===== src/rtl/rf_write_scheduler_pkg.sv =====
// rf_pkg: shared sizes and FSM encoding for the register file write scheduler
package rf_pkg;
  localparam int NUM_REQ = 3;
  localparam int ADDR_W = 3;
  localparam int DATA_W = 8;
  localparam int NUM_REGS = 8;
  typedef enum logic [1:0] {IDLE = 2'd0, ISSUE = 2'd1, COMMIT = 2'd2} state_t;
endpackage


===== src/rtl/rf_write_scheduler_if.sv =====
// rf_write_scheduler_if: packed valid/ready write-request bundle from NUM_REQ requesters
interface rf_write_scheduler_if #(
  parameter int NUM_REQ = rf_pkg::NUM_REQ,
  parameter int ADDR_W = rf_pkg::ADDR_W,
  parameter int DATA_W = rf_pkg::DATA_W
);
  logic [NUM_REQ-1:0] valid;
  logic [NUM_REQ-1:0] ready;
  logic [NUM_REQ*ADDR_W-1:0] addr;
  logic [NUM_REQ*DATA_W-1:0] data;
  modport master(output valid, addr, data, input ready);
  modport slave(input valid, addr, data, output ready);
endinterface


===== src/rtl/rf_write_scheduler_rr_arbiter.sv =====
// rr_arbiter: combinational round-robin pick, searching upward from last+1 with wrap
module rr_arbiter #(
  parameter int NUM_REQ = 3
) (
  input  logic [NUM_REQ-1:0] req,
  input  logic [$clog2(NUM_REQ)-1:0] last,
  output logic [NUM_REQ-1:0] grant,
  output logic [$clog2(NUM_REQ)-1:0] idx
);
  localparam int IW = $clog2(NUM_REQ);
  // walk farthest to nearest so the nearest valid requester overwrites the rest
  always_comb begin
    grant = '0;
    idx = '0;
    for (int k = NUM_REQ; k >= 1; k--)
      if (req[(int'(last) + k) % NUM_REQ]) begin
        grant = '0;
        grant[(int'(last) + k) % NUM_REQ] = 1'b1;
        idx = IW'((int'(last) + k) % NUM_REQ);
      end
  end
endmodule


===== src/rtl/rf_write_scheduler.sv =====
// rf_write_scheduler: round-robin owner of the register file write port with RAW hazard flag
// RF_ZERO_REG_EN: register 0 is hardwired zero, so writes to it are accepted and dropped
module rf_write_scheduler #(
  parameter int NUM_REQ = rf_pkg::NUM_REQ,
  parameter int ADDR_W = rf_pkg::ADDR_W,
  parameter int DATA_W = rf_pkg::DATA_W
) (
  input  logic clk,
  input  logic reset,
  rf_write_scheduler_if.slave req,
  output logic rf_regwrite,
  output logic [ADDR_W-1:0] rf_write_reg,
  output logic [DATA_W-1:0] rf_write_data,
  input  logic [ADDR_W-1:0] rd_addr1,
  input  logic [ADDR_W-1:0] rd_addr2,
  output logic rd_hazard,
  output logic busy,
  output logic [$clog2(NUM_REQ)-1:0] grant_id
);
  import rf_pkg::*;
  localparam int IW = $clog2(NUM_REQ);
  state_t state;
  logic [NUM_REQ-1:0] gnt;
  logic [IW-1:0] win, last_grant;
  logic [ADDR_W-1:0] hold_addr, win_addr;
  logic [DATA_W-1:0] hold_data, win_data;
  logic pend_valid, acc, zero_w;
  rr_arbiter #(.NUM_REQ(NUM_REQ)) u_arb (
    .req(req.valid),
    .last(last_grant),
    .grant(gnt),
    .idx(win)
  );
  assign req.ready = (state == IDLE && reset) ? gnt : '0;
  assign acc = |req.ready;
  assign win_addr = req.addr[win*ADDR_W +: ADDR_W];
  assign win_data = req.data[win*DATA_W +: DATA_W];
`ifdef RF_ZERO_REG_EN
  assign zero_w = win_addr == '0;
`else
  assign zero_w = 1'b0;
`endif
  assign rf_write_reg = hold_addr;
  assign rf_write_data = hold_data;
  assign rd_hazard = pend_valid & ((rd_addr1 == hold_addr) | (rd_addr2 == hold_addr));
  assign busy = state != IDLE;
  // hold registers only change on a real accepted write, so the write bus never glitches
  always_ff @(posedge clk or negedge reset)
    if (!reset) begin
      state <= IDLE;
      hold_addr <= '0;
      hold_data <= '0;
      pend_valid <= 1'b0;
      last_grant <= IW'(NUM_REQ - 1);
      grant_id <= '0;
      rf_regwrite <= 1'b0;
    end else
      case (state)
        IDLE:
          if (acc) begin
            last_grant <= win;
            grant_id <= win;
            if (!zero_w) begin
              hold_addr <= win_addr;
              hold_data <= win_data;
              pend_valid <= 1'b1;
              rf_regwrite <= 1'b1;
              state <= ISSUE;
            end
          end
        ISSUE: begin
          rf_regwrite <= 1'b0;
          state <= COMMIT;
        end
        COMMIT: begin
          pend_valid <= 1'b0;
          state <= IDLE;
        end
        default: state <= IDLE;
      endcase
endmodule


===== src/flat_wrapper.sv =====
// flat-port wrapper written by rule: the top's interface ports become plain ports
module rf_write_scheduler_flat import rf_pkg::*;
#(
  parameter int NUM_REQ = rf_pkg::NUM_REQ,
  parameter int ADDR_W = rf_pkg::ADDR_W,
  parameter int DATA_W = rf_pkg::DATA_W
)
  (clk, reset, rf_regwrite, rf_write_reg, rf_write_data, rd_addr1, rd_addr2, rd_hazard, busy, grant_id, req_valid, req_addr, req_data, req_ready);
  rf_write_scheduler_if #(.NUM_REQ(NUM_REQ), .ADDR_W(ADDR_W), .DATA_W(DATA_W)) req_i ();
  input  logic clk;
  input  logic reset;
  output logic rf_regwrite;
  output logic [ADDR_W-1:0] rf_write_reg;
  output logic [DATA_W-1:0] rf_write_data;
  input  logic [ADDR_W-1:0] rd_addr1;
  input  logic [ADDR_W-1:0] rd_addr2;
  output logic rd_hazard;
  output logic busy;
  output logic [$clog2(NUM_REQ)-1:0] grant_id;
  input wire logic [$bits(req_i.valid)-1:0] req_valid;
  input wire logic [$bits(req_i.addr)-1:0] req_addr;
  input wire logic [$bits(req_i.data)-1:0] req_data;
  output wire logic [$bits(req_i.ready)-1:0] req_ready;
  assign req_i.valid = req_valid;
  assign req_i.addr = req_addr;
  assign req_i.data = req_data;
  assign req_ready = req_i.ready;
  rf_write_scheduler #(.NUM_REQ(NUM_REQ), .ADDR_W(ADDR_W), .DATA_W(DATA_W)) u_core (.clk(clk), .reset(reset), .req(req_i), .rf_regwrite(rf_regwrite), .rf_write_reg(rf_write_reg), .rf_write_data(rf_write_data), .rd_addr1(rd_addr1), .rd_addr2(rd_addr2), .rd_hazard(rd_hazard), .busy(busy), .grant_id(grant_id));
endmodule

===== config.mk =====
export PLATFORM = sky130hd
export DESIGN_NAME = rf_write_scheduler_flat
export DESIGN_NICKNAME = d
export VERILOG_FILES = /design/src/rtl/rf_write_scheduler_pkg.sv /design/src/rtl/rf_write_scheduler_if.sv /design/src/rtl/rf_write_scheduler_rr_arbiter.sv /design/src/rtl/rf_write_scheduler.sv /design/src/flat_wrapper.sv
export SDC_FILE = /design/constraint.sdc
export NUM_CORES = 1
export LEC_CHECK = 0
export BUFFER_PORTS_ARGS = -buffer_cell sky130_fd_sc_hd__buf_2
export CORE_ASPECT_RATIO = 0.8
export CORE_MARGIN = 2
export CORE_UTILIZATION = 50
export DETAILED_ROUTE_END_ITERATION = 16
export GPL_TIMING_DRIVEN = 1
export PLACE_DENSITY = 0.86
export SYNTH_ARGS = -nofsm -noshare
export SYNTH_HDL_FRONTEND = slang
export SYNTH_SLANG_ARGS = --single-unit

===== constraint.sdc =====
create_clock -name clk -period 4.2 [get_ports clk]
set_input_delay 0.21 -clock clk [delete_from_list [all_inputs] [get_ports clk]]
set_output_delay 0.21 -clock clk [all_outputs]
set_load 0.01 [all_outputs]

==> results of run 1 <==
[through the flow]
step	setup WS, ns	total power [uW]	hold slack, ns	area (um2)
after detailed placement	0.9868	1360	0.1782	1670
final	0.9048	1475	0.2899	1717
after CTS	0.9376	1479	0.2827	1717
after global placement	1.228	1307	0.1664	1670
after floorplan	1.614	1138	-0.08559	1354
after global routing	0.7262	1584	0.3051	1717
[worst max-delay path by stage]
stage / startpoint / end / slack, ns
after global routing: u_core.last_grant[0] / u_core.rf_write_data[6] / 0.73
after CTS: u_core.last_grant[0] / u_core.rf_write_data[6] / 0.94
after detailed placement: u_core.last_grant[0] / u_core.rf_write_data[6] / 0.99
after floorplan: u_core.last_grant[1] / u_core.rf_write_data[1] / 1.61
final: u_core.last_grant[1] / u_core.rf_write_data[6] / 0.90
after global placement: u_core.last_grant[0] / u_core.rf_write_data[1] / 1.23
[worst register-to-register path: stages, from the launching register on]
cell and delay [ns]:
dfstp_2 0.57, ha_1 0.30, mux2i_1 0.47, o221ai_1 0.24, o22ai_1 0.70, buf_4 0.32
mux2i_1 0.24, a21oi_1 0.09, mux2_2 0.27
[synthesized netlist by cell type, drive strengths merged, types with 3 or more instances]
| cell type | count |
|---|---|
| dfrtp | 17 |
| a21oi | 14 |
| mux2i | 14 |
| nor2 | 14 |
| mux2 | 12 |
| inv | 11 |
| o21ai | 6 |
| buf | 5 |
| nand2 | 5 |
| ha | 4 |
| nand3 | 4 |
| xnor2 | 4 |
| a211oi | 3 |
| nand3b | 3 |
[routing by layer]
metal	part of all wire	wire, um	track usage
met1	0.40	1433	0.2425
met5	0	0	0
met3	0.058	208	0.04484
met4	0.0081	29	0.07407
met2	0.53	1905	0.4764
[cell type report]
cell class | instances | area [um2]
multi-input cells | 105 | 807.0
fillers | 209 | 785.8
flip-flops and latches | 18 | 451.7
repair buffers | 65 | 335.3
well taps | 36 | 45.04
inverters | 11 | 41.29
clock buffers | 4 | 36.28
[logic make-up after synthesis]
group	after synthesis	share of synthesized area
simple gates	36	0.1368
compound gates	35	0.1793
mux	26	0.2172
buf+inv	18	0.07023
flops	18	0.3336
xor+xnor	4	0.02588
fa+ha+maj	4	0.03697
[power by group through the flow]
stage,sequential (uW),clock [uW],combinational (uW)
floorplan,352,0,785
global placement,322,0,985
detailed placement,331,0,1030
CTS,328,111,1040
global route,338,118,1130
finish,328,109,1040
==> results.toml, run 1 <==
[global_routing]
grt_pass1_vias = 1345
grt_usage = 0.2335
grt_pass1_wl_um = 5796
antenna_found_initial = 0
grt_remaining_overflow = 0
grt_max_degree = 24

[power_and_ir_drop]
pwr-share-seq = 0.222
power_switching_share = 0.4474
p_sw_uw = 660.0
p_int_uw = 815.3
vdd_drop_max_uv = 401.3
pwr-share-clk = 0.074
leakage_uw = 0.0009028
combPwrFrac = 0.704
p_per_area_nw_per_um2 = 859.4

[timing]
fin_crit_sh = 0.7846
tightest_slew_ns = 0.8506
worst_slew_margin_rel = 0.4330
rsz0062_at_grt = "false"
hold_violations = 0
setup_viol = 0
drv_slew = 0
skew_ns = 0.003940
min_period_ns = 3.295
fmax_mhz = 303.5
tns_ns = 0

[drt]
wl_per_cell_um = 14.97
num_vias = 1293
ant_nets = 0
drt_iter0_drc = 25
drc = 0
wl_um = 3578
dr.pass1.iters = 4
vias_per_cell = 5.410

[critical_path]
crit_chain = "ha_1 > mux2i_1 > o221ai_1 > o22ai_1 > buf_4 > mux2i_1 > a21oi_1 > mux2_2"
path_common_cell = "mux2i_1"
cp.buffers_inverters = 1
cp_slowest_cell = "o22ai_1"
worst-path-max-fanout = 8
cpPeakStageDelay_ns = 0.70
worst-r2r-cell-count = 8
critical_path_class = "register to register"
reg2reg_slack_ns = 0.90
start_kind = "register"
cp.arrival_ns = 3.49
path_depth = 8
rr_startpoint = "u_core.last_grant[1]"
cp.required_ns = 4.39
worstReg2RegEnd = "u_core.rf_write_data[6]"
end_kind = "register"
critical-path-top-delay-family = "compound AO/OA/AOI/OAI gates"

[min_path]
holdCritPathClass = "input port to register"
whs_path_depth = 4
hold_start = "req_addr[8]"
hold_end = "u_core.rf_write_reg[2]"

[synth]
yosysWarnings = 0
ys_top_cells_by_area = "dfrtp_1, mux2i_1, mux2_2"
syn_area_um2 = 1354
syn_area_per_cell_um2 = 9.601
synth-seq-cells = 18
syn-instance-count = 141
syn_nets = 189
yosysSeqAreaShare = 0.3336
synth-async-reset-ratio = 1.000
synth_top_area_share = 0.3142
synth_cell_types = 39
yosysTopAreaCell = "dfrtp_1"
synth-edff-count = 0
synth_flop_cell = "dfrtp_1"

[job]
cap_violations = 0

[cells_and_area]
area_growth_pct = 26.80
largest_reg_flops = 8
drive_gt1_frac = 0.4236
fin_nets = 252
layout.cells.non_filler = 239
layout_common_cells = "buf_2, dfrtp_1, nor2_1, mux2i_1, a21oi_1"
diodes = 0
post-route-util = 0.6860
mostFrequentLayoutCell = "buf_2"

[clocking]
cts_tree = "yes"
hold_buffers = 1
root_buffer = "clkbuf_4"
clock_path_buffers = 2
post-cts-setup-buffer-count = 0
numCtsBuffers = 3
clk_latency_ns = 0.30
path_clk_slew_ns = 0.11
cts_resized = 0
htreeDepth = 1
clock-sinks = 18

[placed_design]
gp_congestion = 0.8998
place_inst = 234
io_buffers = 62
hpwlAfterDp_um = 2730

[run_status]
status = "completed"

[die]
rows = 16
start_util = 0.5410
dieArea_um2 = 3142
core_um2 = 2502
die_w_um = 62.18
ioPinCount = 63
die_h_um = 50.54
(Power assumes the default switching activity.)
==> run 2, diff against run 1 <==
--- a/config.mk
+++ b/config.mk
@@ -8,10 +8,10 @@
 export BUFFER_PORTS_ARGS = -buffer_cell sky130_fd_sc_hd__buf_2
 export CORE_ASPECT_RATIO = 0.8
 export CORE_MARGIN = 2
-export CORE_UTILIZATION = 50
+export CORE_UTILIZATION = 42
 export DETAILED_ROUTE_END_ITERATION = 16
 export GPL_TIMING_DRIVEN = 1
-export PLACE_DENSITY = 0.86
+export PLACE_DENSITY = 0.77
 export SYNTH_ARGS = -nofsm -noshare
 export SYNTH_HDL_FRONTEND = slang
 export SYNTH_SLANG_ARGS = --single-unit
==> constraint.sdc (replaced) <==
create_clock -name clk -period 2.7 [get_ports clk]
set_input_delay 0.135 -clock clk [delete_from_list [all_inputs] [get_ports clk]]
set_output_delay 0.135 -clock clk [all_outputs]
set_load 0.01 [all_outputs]
==> results.toml, run 2 (synthesis results as in run 1) <==
[critical_path]
reg2reg_slack_ns = 0.19
end_kind = "output port"
worst-path-max-fanout = 23
start_kind = "register"
cp.required_ns = 2.57
rr_startpoint = "u_core.last_grant[1]"
worstReg2RegEnd = "u_core.rf_write_reg[0]"
worst-r2r-cell-count = 9
critical_path_class = "register to output port"
cp.arrival_ns = 2.40

[cells_and_area]
diodes = 0
regArea_um2 = 451.7
layout_common_cells = "buf_2, dfrtp_1, a21oi_1"
fin_nets = 256
multiInputGateArea_um2 = 813.3
mostFrequentLayoutCell = "buf_2"
drive_gt1_frac = 0.4444
area_growth_pct = 32.16
fillers = 273
largest_reg_flops = 8

[power_and_ir_drop]
combPwrFrac = 0.697
pwr-share-seq = 0.211
p_int_uw = 1394
pwr-share-clk = 0.092
p_sw_uw = 995.6
vdd_drop_max_uv = 807.6
p_per_area_nw_per_um2 = 1336
leakage_uw = 0.0009336
power_switching_share = 0.4166

[clocking]
clock-sinks = 18
root_buffer = "clkbuf_8"
path_clk_slew_ns = 0.07
clock_path_buffers = 2
post-cts-setup-buffer-count = 0
numCtsBuffers = 3
cts_tree = "yes"
clk_latency_ns = 0.25
htreeDepth = 1

[timing]
min_period_ns = 2.533
drv_slew = 0
tns_ns = 0
tightest_slew_ns = 0.4041
fmax_mhz = 394.8
setup_viol = 0
setup_slack_ns = 0.1672
rsz0062_at_grt = "false"
fin_crit_sh = 0.9381
hold_violations = 0
skew_ns = 0.002452
worst_slew_margin_rel = 0.7306

[min_path]
hold_end = "u_core.rf_write_data[6]"
whs_path_depth = 4
holdCritPathClass = "input port to register"
hold_start = "req_data[22]"

[global_routing]
grt_usage = 0.1638
grt_max_degree = 24
grt_remaining_overflow = 0
grt_pass1_vias = 1001
grt_pass1_wl_um = 4574
antenna_found_initial = 0

[die]
dieArea_um2 = 3696
die_w_um = 67.48
start_util = 0.4388
rows = 18
die_h_um = 54.78
core_um2 = 3085
ioPinCount = 63

[run_status]
status = "completed"

[placed_design]
io_buffers = 62
place_ws_ns = 0.1883
hpwlAfterDp_um = 2344
gp_congestion = 0.7957

[job]
cap_violations = 0

[drt]
vias_per_cell = 5.057
dr.pass1.iters = 4
wl_um = 2988
drt_iter0_drc = 31
num_vias = 1249
ant_nets = 0
drc = 0
wl_per_cell_um = 12.10
-- run 2: stage by stage --
step,hold WS (ns),cells,total power [uW],cell area [um2],utilization
3_5_place_dp,0.09107,242,2166,1718,0.5568
5_1_grt,0.2799,247,2594,1789,0.5799
6_report,0.2547,247,2390,1789,0.5799
3_3_place_gp,0.08609,242,2146,1718,0.5568
2_1_floorplan,-0.1606,141,1770,1354,-
4_1_cts,0.2529,247,2398,1783,0.5779
-- run 2: cell type report --
cell class / count / share of cell area
sequential: 18 / 0.2524
multi-input combinational: 105 / 0.4545
tap: 40 / 0.02797
timing repair buffer: 69 / 0.2112
inverter: 11 / 0.02308
clock buffer: 4 / 0.03077
-- run 2: worst max-delay path by stage --
stage	from	end	depth (start not counted)
after floorplan	u_core.last_grant[1]	u_core.rf_write_data[1]	10
after global placement	u_core.last_grant[0]	u_core.rf_write_data[0]	9
after detailed placement	u_core.last_grant[0]	u_core.rf_write_data[7]	9
after CTS	u_core.last_grant[1]	req_ready[2]	8
after global routing	u_core.last_grant[1]	req_ready[2]	8
final	u_core.last_grant[1]	req_ready[2]	8
-- run 2: timing repair --
action,in CTS,in global routing
gates resized for setup,0,3
hold buffers,1,0
hold endpoints to repair,17,0
setup endpoints to repair,0,12
-- run 2: power by group through the flow --
| stage | Clock, uW | Sequential [uW] | Combinational (uW) |
|---|---|---|---|
| global route | 234 | 528 | 1830 |
| finish | 219 | 505 | 1670 |
| CTS | 226 | 507 | 1670 |
| detailed placement | 0 | 510 | 1660 |
| floorplan | 0 | 548 | 1220 |
| global placement | 0 | 505 | 1640 |
-- run 2: critical path, stage by stage, from the launching register on --
cell,delay [ns]
dfstp_2,0.56
ha_1,0.18
buf_4,0.15
or3b_2,0.46
a21oi_1,0.16
o211ai_1,0.10
buf_4,0.22
nor2_2,0.16
buf_2,0.16
-- run 2: routing by layer --
layer,part of all wire,track usage,vias up
met2,0.47,0.2565,44
met5,0,0,-
met1,0.47,0.2369,571
met3,0.055,0.03086,2
met4,0.0064,0.03061,0
li1,-,-,632
